==> src/rtl/ysyx_22041071_rd_refill.sv <==
// ysyx_22041071_rd_refill: arbitrates ICache/DCache line refills onto a single AXI read burst
module ysyx_22041071_rd_refill #(
  parameter int BEATS  = 4,
  parameter int LINE_W = 64*BEATS
) (
  input  logic              clk,
  input  logic              reset_n,
  input  logic              ic_req_valid,
  input  logic [63:0]       ic_req_addr,
  output logic              ic_req_ready,
  input  logic              dc_req_valid,
  input  logic [63:0]       dc_req_addr,
  output logic              dc_req_ready,
  output logic              ic_resp_valid,
  output logic              dc_resp_valid,
  output logic [LINE_W-1:0] resp_line,
  output logic              resp_err,
  output logic              rd_ar_valid,
  input  logic              rd_ar_ready,
  output logic [3:0]        rd_id,
  output logic [63:0]       rd_addr,
  output logic [7:0]        rd_len,
  output logic [1:0]        rd_size,
  input  logic              rd_r_valid,
  input  logic [63:0]       rd_r_data,
  input  logic [1:0]        rd_r_resp
);
  localparam int CW = BEATS > 1 ? $clog2(BEATS) : 1;
  localparam logic [CW-1:0] LAST = CW'(BEATS-1);
  localparam logic [63:0] MASK = ~(64'(BEATS*8) - 64'd1);
  typedef enum logic [1:0] {IDLE, REQ, WAIT, RESP} state_t;
  state_t        r_state;
  logic [CW-1:0] r_cnt;
  logic          r_last_dc;
  logic          w_idle, w_ic_gnt, w_dc_gnt;
  // reset_n gates the grant so req_ready stays low while reset is asserted
  assign w_idle       = reset_n && r_state == IDLE;
  assign w_dc_gnt     = w_idle && dc_req_valid && (!ic_req_valid || !r_last_dc);
  assign w_ic_gnt     = w_idle && ic_req_valid && (!dc_req_valid || r_last_dc);
  assign ic_req_ready = w_ic_gnt;
  assign dc_req_ready = w_dc_gnt;
  always_ff @(posedge clk or negedge reset_n)
    if (!reset_n) begin
      r_state       <= IDLE;
      r_cnt         <= '0;
      r_last_dc     <= 1'b0;
      resp_err      <= 1'b0;
      resp_line     <= '0;
      ic_resp_valid <= 1'b0;
      dc_resp_valid <= 1'b0;
      rd_ar_valid   <= 1'b0;
      rd_id         <= '0;
      rd_addr       <= '0;
      rd_len        <= '0;
      rd_size       <= '0;
    end else begin
      case (r_state)
        IDLE: if (w_ic_gnt || w_dc_gnt) begin
          r_last_dc   <= w_dc_gnt;
          rd_id       <= {3'b0, w_dc_gnt};
          rd_addr     <= (w_dc_gnt ? dc_req_addr : ic_req_addr) & MASK;
          rd_len      <= 8'(BEATS-1);
          rd_size     <= 2'b11;
          r_cnt       <= '0;
          resp_err    <= 1'b0;
          rd_ar_valid <= 1'b1;
          r_state     <= REQ;
        end
        REQ: if (rd_ar_ready) begin
          rd_ar_valid <= 1'b0;
          r_state     <= WAIT;
        end
        WAIT: if (rd_r_valid) begin
          resp_line[r_cnt*64 +: 64] <= rd_r_data;
          resp_err                  <= resp_err | (|rd_r_resp);
          r_cnt                     <= r_cnt + 1'b1;
          if (r_cnt == LAST) begin
            ic_resp_valid <= !rd_id[0];
            dc_resp_valid <= rd_id[0];
            r_state       <= RESP;
          end
        end
        RESP: begin
          ic_resp_valid <= 1'b0;
          dc_resp_valid <= 1'b0;
          r_state       <= IDLE;
        end
        default: r_state <= IDLE;
      endcase
    end
endmodule
==> config.mk <==
export PLATFORM = sky130hd
export DESIGN_NAME = ysyx_22041071_rd_refill
export DESIGN_NICKNAME = d
export VERILOG_FILES = /design/src/rtl/ysyx_22041071_rd_refill.sv
export SDC_FILE = /design/constraint.sdc
export NUM_CORES = 1
export LEC_CHECK = 0
export ABC_AREA = 1
export BUFFER_PORTS_ARGS = -buffer_cell sky130_fd_sc_hd__buf_4
export CORE_AREA = 8 8 205 207
export CTS_CLUSTER_DIAMETER = 40
export CTS_CLUSTER_SIZE = 28
export DETAILED_ROUTE_END_ITERATION = 8
export DIE_AREA = 0 0 213 215
export PLACE_DENSITY = 0.64
export SLEW_MARGIN = 20
export SYNTH_ARGS = -nofsm -noshare
export SYNTH_HDL_FRONTEND = slang
export SYNTH_SLANG_ARGS = --single-unit
==> constraint.sdc <==
create_clock -name clk -period 2.45 [get_ports clk]
set_input_delay 0.1225 -clock clk [delete_from_list [all_inputs] [get_ports clk]]
set_output_delay 0.1225 -clock clk [all_outputs]
set_load 0.005 [all_outputs]
======== Word level (Yosys, flattened, before mapping) ========
Index checks and enable logic that the tools add are counted.
storage, ports and cells
  register bits ........................... 325
  bits of input ports ..................... 200
operators by class
  add/subtract/negate cells ............... 2
  equal/unequal tests ..................... 8
  shift-type cells ........................ 2
  muxes and demuxes ....................... 22
  bitwise logic cells ..................... 1
  reductions and logical operators ........ 22
operator list
  kind                       count
  $bwmux 256                 1
  $shift 64x34->256 const A  1
  $shiftx 64x34->256         1
  $mux 64                    1
  $neg 8->34                 1
  $mux 2                     6
  $reduce_and 3->1           3
  $mux 1                     8
  $pmux 1 s2                 4
  $pmux 2 s4                 1
  $eq 2x2->1 const B         3
  $ne 2x2->1 const B         3
  $reduce_bool 2->1          3
  $logic_and 1x1->1          5
  $pmux 2 s2                 1
  $reduce_and 2->1           2
  $reduce_and 4->1           1
  $logic_not 1->1            3
  $logic_or 1x1->1           3
  $add 2x1->2 const B        1
  $eq 2x1->1 const B         1
  $logic_not 2->1            1
  $ne 2x1->1 const B         1
  $reduce_or 2->1            1
  $or 1x1->1                 1

======== Logic depth before layout (Yosys ltp) ========
  depth after elaboration ................. 7
  gate-level depth with buffers ........... 10
  depth with buffers taken out ............ 9

======== Least setup slack after synthesis ========
Ideal clock, no wire load.
  kind .................................... register to register
  start ................................... register r_cnt[0]
  end ..................................... register resp_line[14]
  arrival ................................. 1.816 ns
  setup slack ............................. 0.568 ns
  cell stages (with the launch flop) ...... 9
  cell sequence ........................... dfrtp_1 buf_2 buf_4 inv_1 ha_1 nor3_4 buf_2 nand3_1 nand2_1
between the ends
  cells in the longest elaborated chain, start to end .. 3
  elaborated cells between the ends (all ways) .. 4
  those cells by class .................... add/sub: 1; shift: 2; mux: 1
ends and longest elaborated chain
  element                                                  line  text
  from (decl)                                              33    logic [CW-1:0] r_cnt;
  from (signal assigned)                                   76    r_cnt <= r_cnt + 1'b1;
  $neg 8->34 *                                             74    resp_line[r_cnt*64 +: 64] <= rd_r_data;
  $shiftx 64x34->256 or $shift 64x34->256 (tied branches)  74
  $bwmux 256 *                                             74
  to (signal, indexed assignment)                          74
  to (decl)                                                16    output logic [LINE_W-1:0] resp_line,
Mark *: on every way between the ends. The rest lies on a longest branch, timed or not.
A chain may end at the register's enable or synchronous reset.

======== Worst setup path after layout ========
  start ................................... register r_state[0]
  end ..................................... register rd_addr[57]
between the ends
  cells in the longest elaborated chain, start to end .. 6
  elaborated cells between the ends (all ways) .. 9
  those cells by class .................... mux: 1; reduce/logical: 8
ends and longest elaborated chain
  element                                             line    text
  from (decl)                                         32      state_t r_state;
  from (signal assigned)                              44      r_state <= IDLE;
  from (signal assigned)                              67      r_state <= REQ;
  from (signal assigned)                              71      r_state <= WAIT;
  $logic_not 2->1 *                                   37, 57
  $logic_and 1x1->1                                   37      assign w_idle = reset_n && r_state == IDLE;
  $logic_and 1x1->1 (on tied branches) (2 in series)  39, 38
  $logic_or 1x1->1                                    58      IDLE: if (w_ic_gnt || w_dc_gnt) begin
  $reduce_and 2->1 (no source line)                   --
  to (signal assigned)                                61      rd_addr <= (w_dc_gnt ? dc_req_addr : ic_req_addr) & MASK;
  to (decl)                                           21      output logic [63:0] rd_addr,
Marked as above.

==> run_results.csv <==
group,metric,value,unit
status,outcome,"complete, no violations",
critical_path,cp_max_fo,29,
synth,synth_area_leaders,"dfrtp_1 58%, o21ai_0 16%, nand2_1 5.5%",
synth,synth_top_area_share,58.3,%
critical_path,worst_setup_path_end_kind,"flip-flop",
sta,finalClockSkew,0.0218,ns
sta,min_period,2.33,ns
placement,dp.cells,2439,
placement,hpwlAfterDp,37.9,mm
sta,slew_headroom,38.0,%
clock_network,cts-root-buf,"clkbuf_16",
sta,max_freq,0.429,GHz
route,vias_per_cell,5.30,
power_and_ir_drop,netSwitchingFraction,37.1,%
job,drv_cap,0,
global_routing,grt_max_degree,164,
critical_path,critical_path_buf_inv_count,5,
power_and_ir_drop,internal_power,14600,µW
power_and_ir_drop,comb_power_share,36.1,%
synth,synth_most_common_cell,"o21ai_0",
clock_network,ctsHtreeMaxLevel,2,
synth,ys_seq_area_share,58.3,%
route,wl_met1,22.3,mm
critical_path,r2r_setup_slack,0.12,ns
power_and_ir_drop,irDropWorstVdd,784,µV
sta,drv_slew,0,
sta,final.setup.tns,0,ns
hold_path,hp-start,"rd_r_valid",
power_and_ir_drop,seqPwrFrac,32.0,%
critical_path,critPathMaxStageDelay,0.58,ns
cells_and_area,utilization,55.9,%
global_routing,grt_pass1_vias,15300,
cells_and_area,final_cells,2724,
sta,finalHoldViolCount,0,
critical_path,crit_chain,"inv_1 -> ha_2 -> nand4_2 -> buf_6 -> inv_2 -> buf_12 -> nand2_1 -> a21oi_1 -> dlygate4sd3_1",
critical_path,start_kind,"flip-flop",
synth,synthArstFlopShare,100,%
route,wl,59.5,mm
power_and_ir_drop,power.density,1060,nW/µm²
synth,syn_area,14000,µm²
synth,syn_inst,1503,
route,top_layer_used,"met4",
synth,synth_edf_count,0,
sta,setup_violations,0,
critical_path,crit_family,"buffers and inverters",
route,drt_pass1_iterations,6,
global_routing,grt_use_total,25.3,%
die,die_h,215,µm
sta,worst_slew_pin_slew,0.930,ns
route,avgRoutedWirePerCell,21.8,µm
synth,avgSynthCellArea,9.28,µm²
critical_path,critical_path_class,"reg2reg",
placement,gp_congestion,0.823,
synth,yosys.area.top_type,"dfrtp_1",
critical_path,crit_slowest_cell,"dlygate4sd3_1",
global_routing,grt_pass1_wl,91.3,mm
global_routing,grt_overflow,0,
clock_network,cts_buffers,49,
sta,grt_setup_unrepaired,"false",
route,drtAntennaViolNets,0,
clock_network,cts_tree,"built",
global_routing,antenna_found_initial,6,
synth,synth_cell_types,28,
synth,synth.top_cells.by_count,"437 x o21ai_0, 325 x dfrtp_1, 205 x nand2_1, 132 x nand3_1, 74 x clkbuf_1",
die,start_util,35.8,%
die,die_area,45800,µm²
route,vias,14500,
route,drc,0,
die,core_region_area,39000,µm²
power_and_ir_drop,p_sw,8620,µW
clock_network,clock_sinks,325,
sta,post-route-period-util,95.0,%
route,wl_met2,28.9,mm
cells_and_area,area_growth,56.2,%
placement,io_buffers,515,
critical_path,worstReg2RegStart,"r_state[0]",
route,wl_met3,5.45,mm
power_and_ir_drop,clock_power_share,31.9,%
synth,ys_ff_latch,325,
power_and_ir_drop,p_total,23200,µW
critical_path,worstPathArrival,2.81,ns
hold_path,holdPathStages,5,
critical_path,cp-startpoint,"r_state[0]",
die,die_w,213,µm
cells_and_area,layout-drive-gt1-share,30.3,%
route,drtIter0Drc,1282,
synth,yosys_warnings,0,
critical_path,worstPathRequired,2.93,ns
synth,yosys_most_used_dff,"dfrtp_1",
hold_path,holdCritPathClass,"in2reg",
clock_network,clk_pin_slew,0.06,ns
clock_network,cts_max_path_buffers,3,
hold_path,hold_end,"resp_line[131]",
clock_network,clk_latency,0.57,ns
critical_path,timing.rr.end,"rd_addr[57]",
cells_and_area,final_nets,2362,
die,rows,73,
power_and_ir_drop,leakage,0.0107,µW
die,ioPinCount,540,
critical_path,rr_worst_depth,9,
-- cell families (layout without fill, tap and decap cells) --
kind of cell | count (synthesis) | in the layout | share of synthesized area [%]
other | 1 | 20 | 0.0269
and+or+nand+nor | 478 | 478 | 15.8
buffers and inverters | 177 | 854 | 6.64
DFF | 325 | 325 | 58.3
adders and majority gates | 10 | 10 | 0.897
AOI/OAI and AO/OA | 512 | 512 | 18.4
-- per-stage QoR --
| step | hold slack [ns] | setup slack (ns) | cell area, µm² |
|---|---|---|---|
| 2_1_floorplan | -0.173 | 0.568 | 14000 |
| 3_3_place_gp | -0.00253 | 0.491 | 18100 |
| 3_5_place_dp | 0.00264 | 0.429 | 18100 |
| 4_1_cts | 0.0533 | 0.0118 | 21800 |
| 5_1_grt | 0.0844 | 0.00274 | 21800 |
| 6_report | 0.0902 | 0.121 | 21800 |
-- sequential cells by signal, summed over array words and instances, names as in the netlist --
signal and count:
rd_size 1, resp_err 1, rd_ar_valid 1, resp_line 256, rd_addr 59, dc_resp_valid 1, ic_resp_valid 1, r_state 2
r_last_dc 1, r_cnt 2
-- final cells by class --
cell class / count / area (µm²)
Antenna cell: 6 / 15.0
Clock buffer: 54 / 1310
Inverter: 23 / 88.8
Timing Repair Buffer: 739 / 6170
Multi-Input combinational cell: 1014 / 4970
Clock inverter: 38 / 445
Fill cell: 3367 / 17200
Tap cell: 525 / 657
Sequential cell: 325 / 8130
-- repair_timing --
item / 4_1_cts / 5_1_grt
pin swaps: 0 / 0
resized for setup: 1 / 5
hold buffers: 187 / 0
endpoints found under the hold margin: 417 / 0
setup endpoints to repair: 1 / 14
setup buffers: 0 / 0
-- per-layer routing --
| metal | GRT usage [%] | vias up |
|---|---|---|
| met1 | 30.0 | 7023 |
| met2 | 41.7 | 784 |
| met5 | 0 | - |
| met4 | 13.3 | 0 |
| li1 | - | 6505 |
| met3 | 6.24 | 138 |
-- cell usage in the layout (no fill, tap or decap), drive strengths merged --
cell / count
nor2: 69
dfrtp: 325
a21oi: 62
conb: 14
clkinvlp: 9
nand3: 132
dlygate4sd3: 186
ha: 10
bufinv: 7
nand4: 67
or2: 1
buf: 553
inv: 32
diode: 6
clkbuf: 54
o21ai: 448
o31ai: 1
o21a: 1
nor3: 1
clkinv: 13
nand2: 208
-- worst register-to-register path, stage by stage, from the launching register on --
cell           delay [ns]
dfrtp_1              0.41
inv_1                0.11
ha_2                 0.25
nand4_2              0.18
buf_6                0.23
inv_2                0.10
buf_12               0.18
nand2_1              0.08
a21oi_1              0.16
dlygate4sd3_1        0.58
-- power by group through the flow --
stage | combinational (µW) | sequential, µW | clock [µW]
after CTS | 8220 | 7390 | 7550
after global routing | 9070 | 7550 | 7790
after global placement | 7690 | 7420 | 0
final | 8360 | 7430 | 7400
after detailed placement | 7770 | 7460 | 0
after floorplan | 3650 | 7400 | 0
-- how the worst max path moves through the flow --
stage,endpoint,slack (ns),cells after the start
CTS,dc_req_ready,0.01,7
global route,rd_addr[57],0.003,9
detailed placement,resp_line[94],0.43,5
finish,rd_addr[57],0.12,9
floorplan,resp_line[14],0.57,8
global placement,resp_line[108],0.49,6
Note: power is estimated with default switching activity, not from simulation.
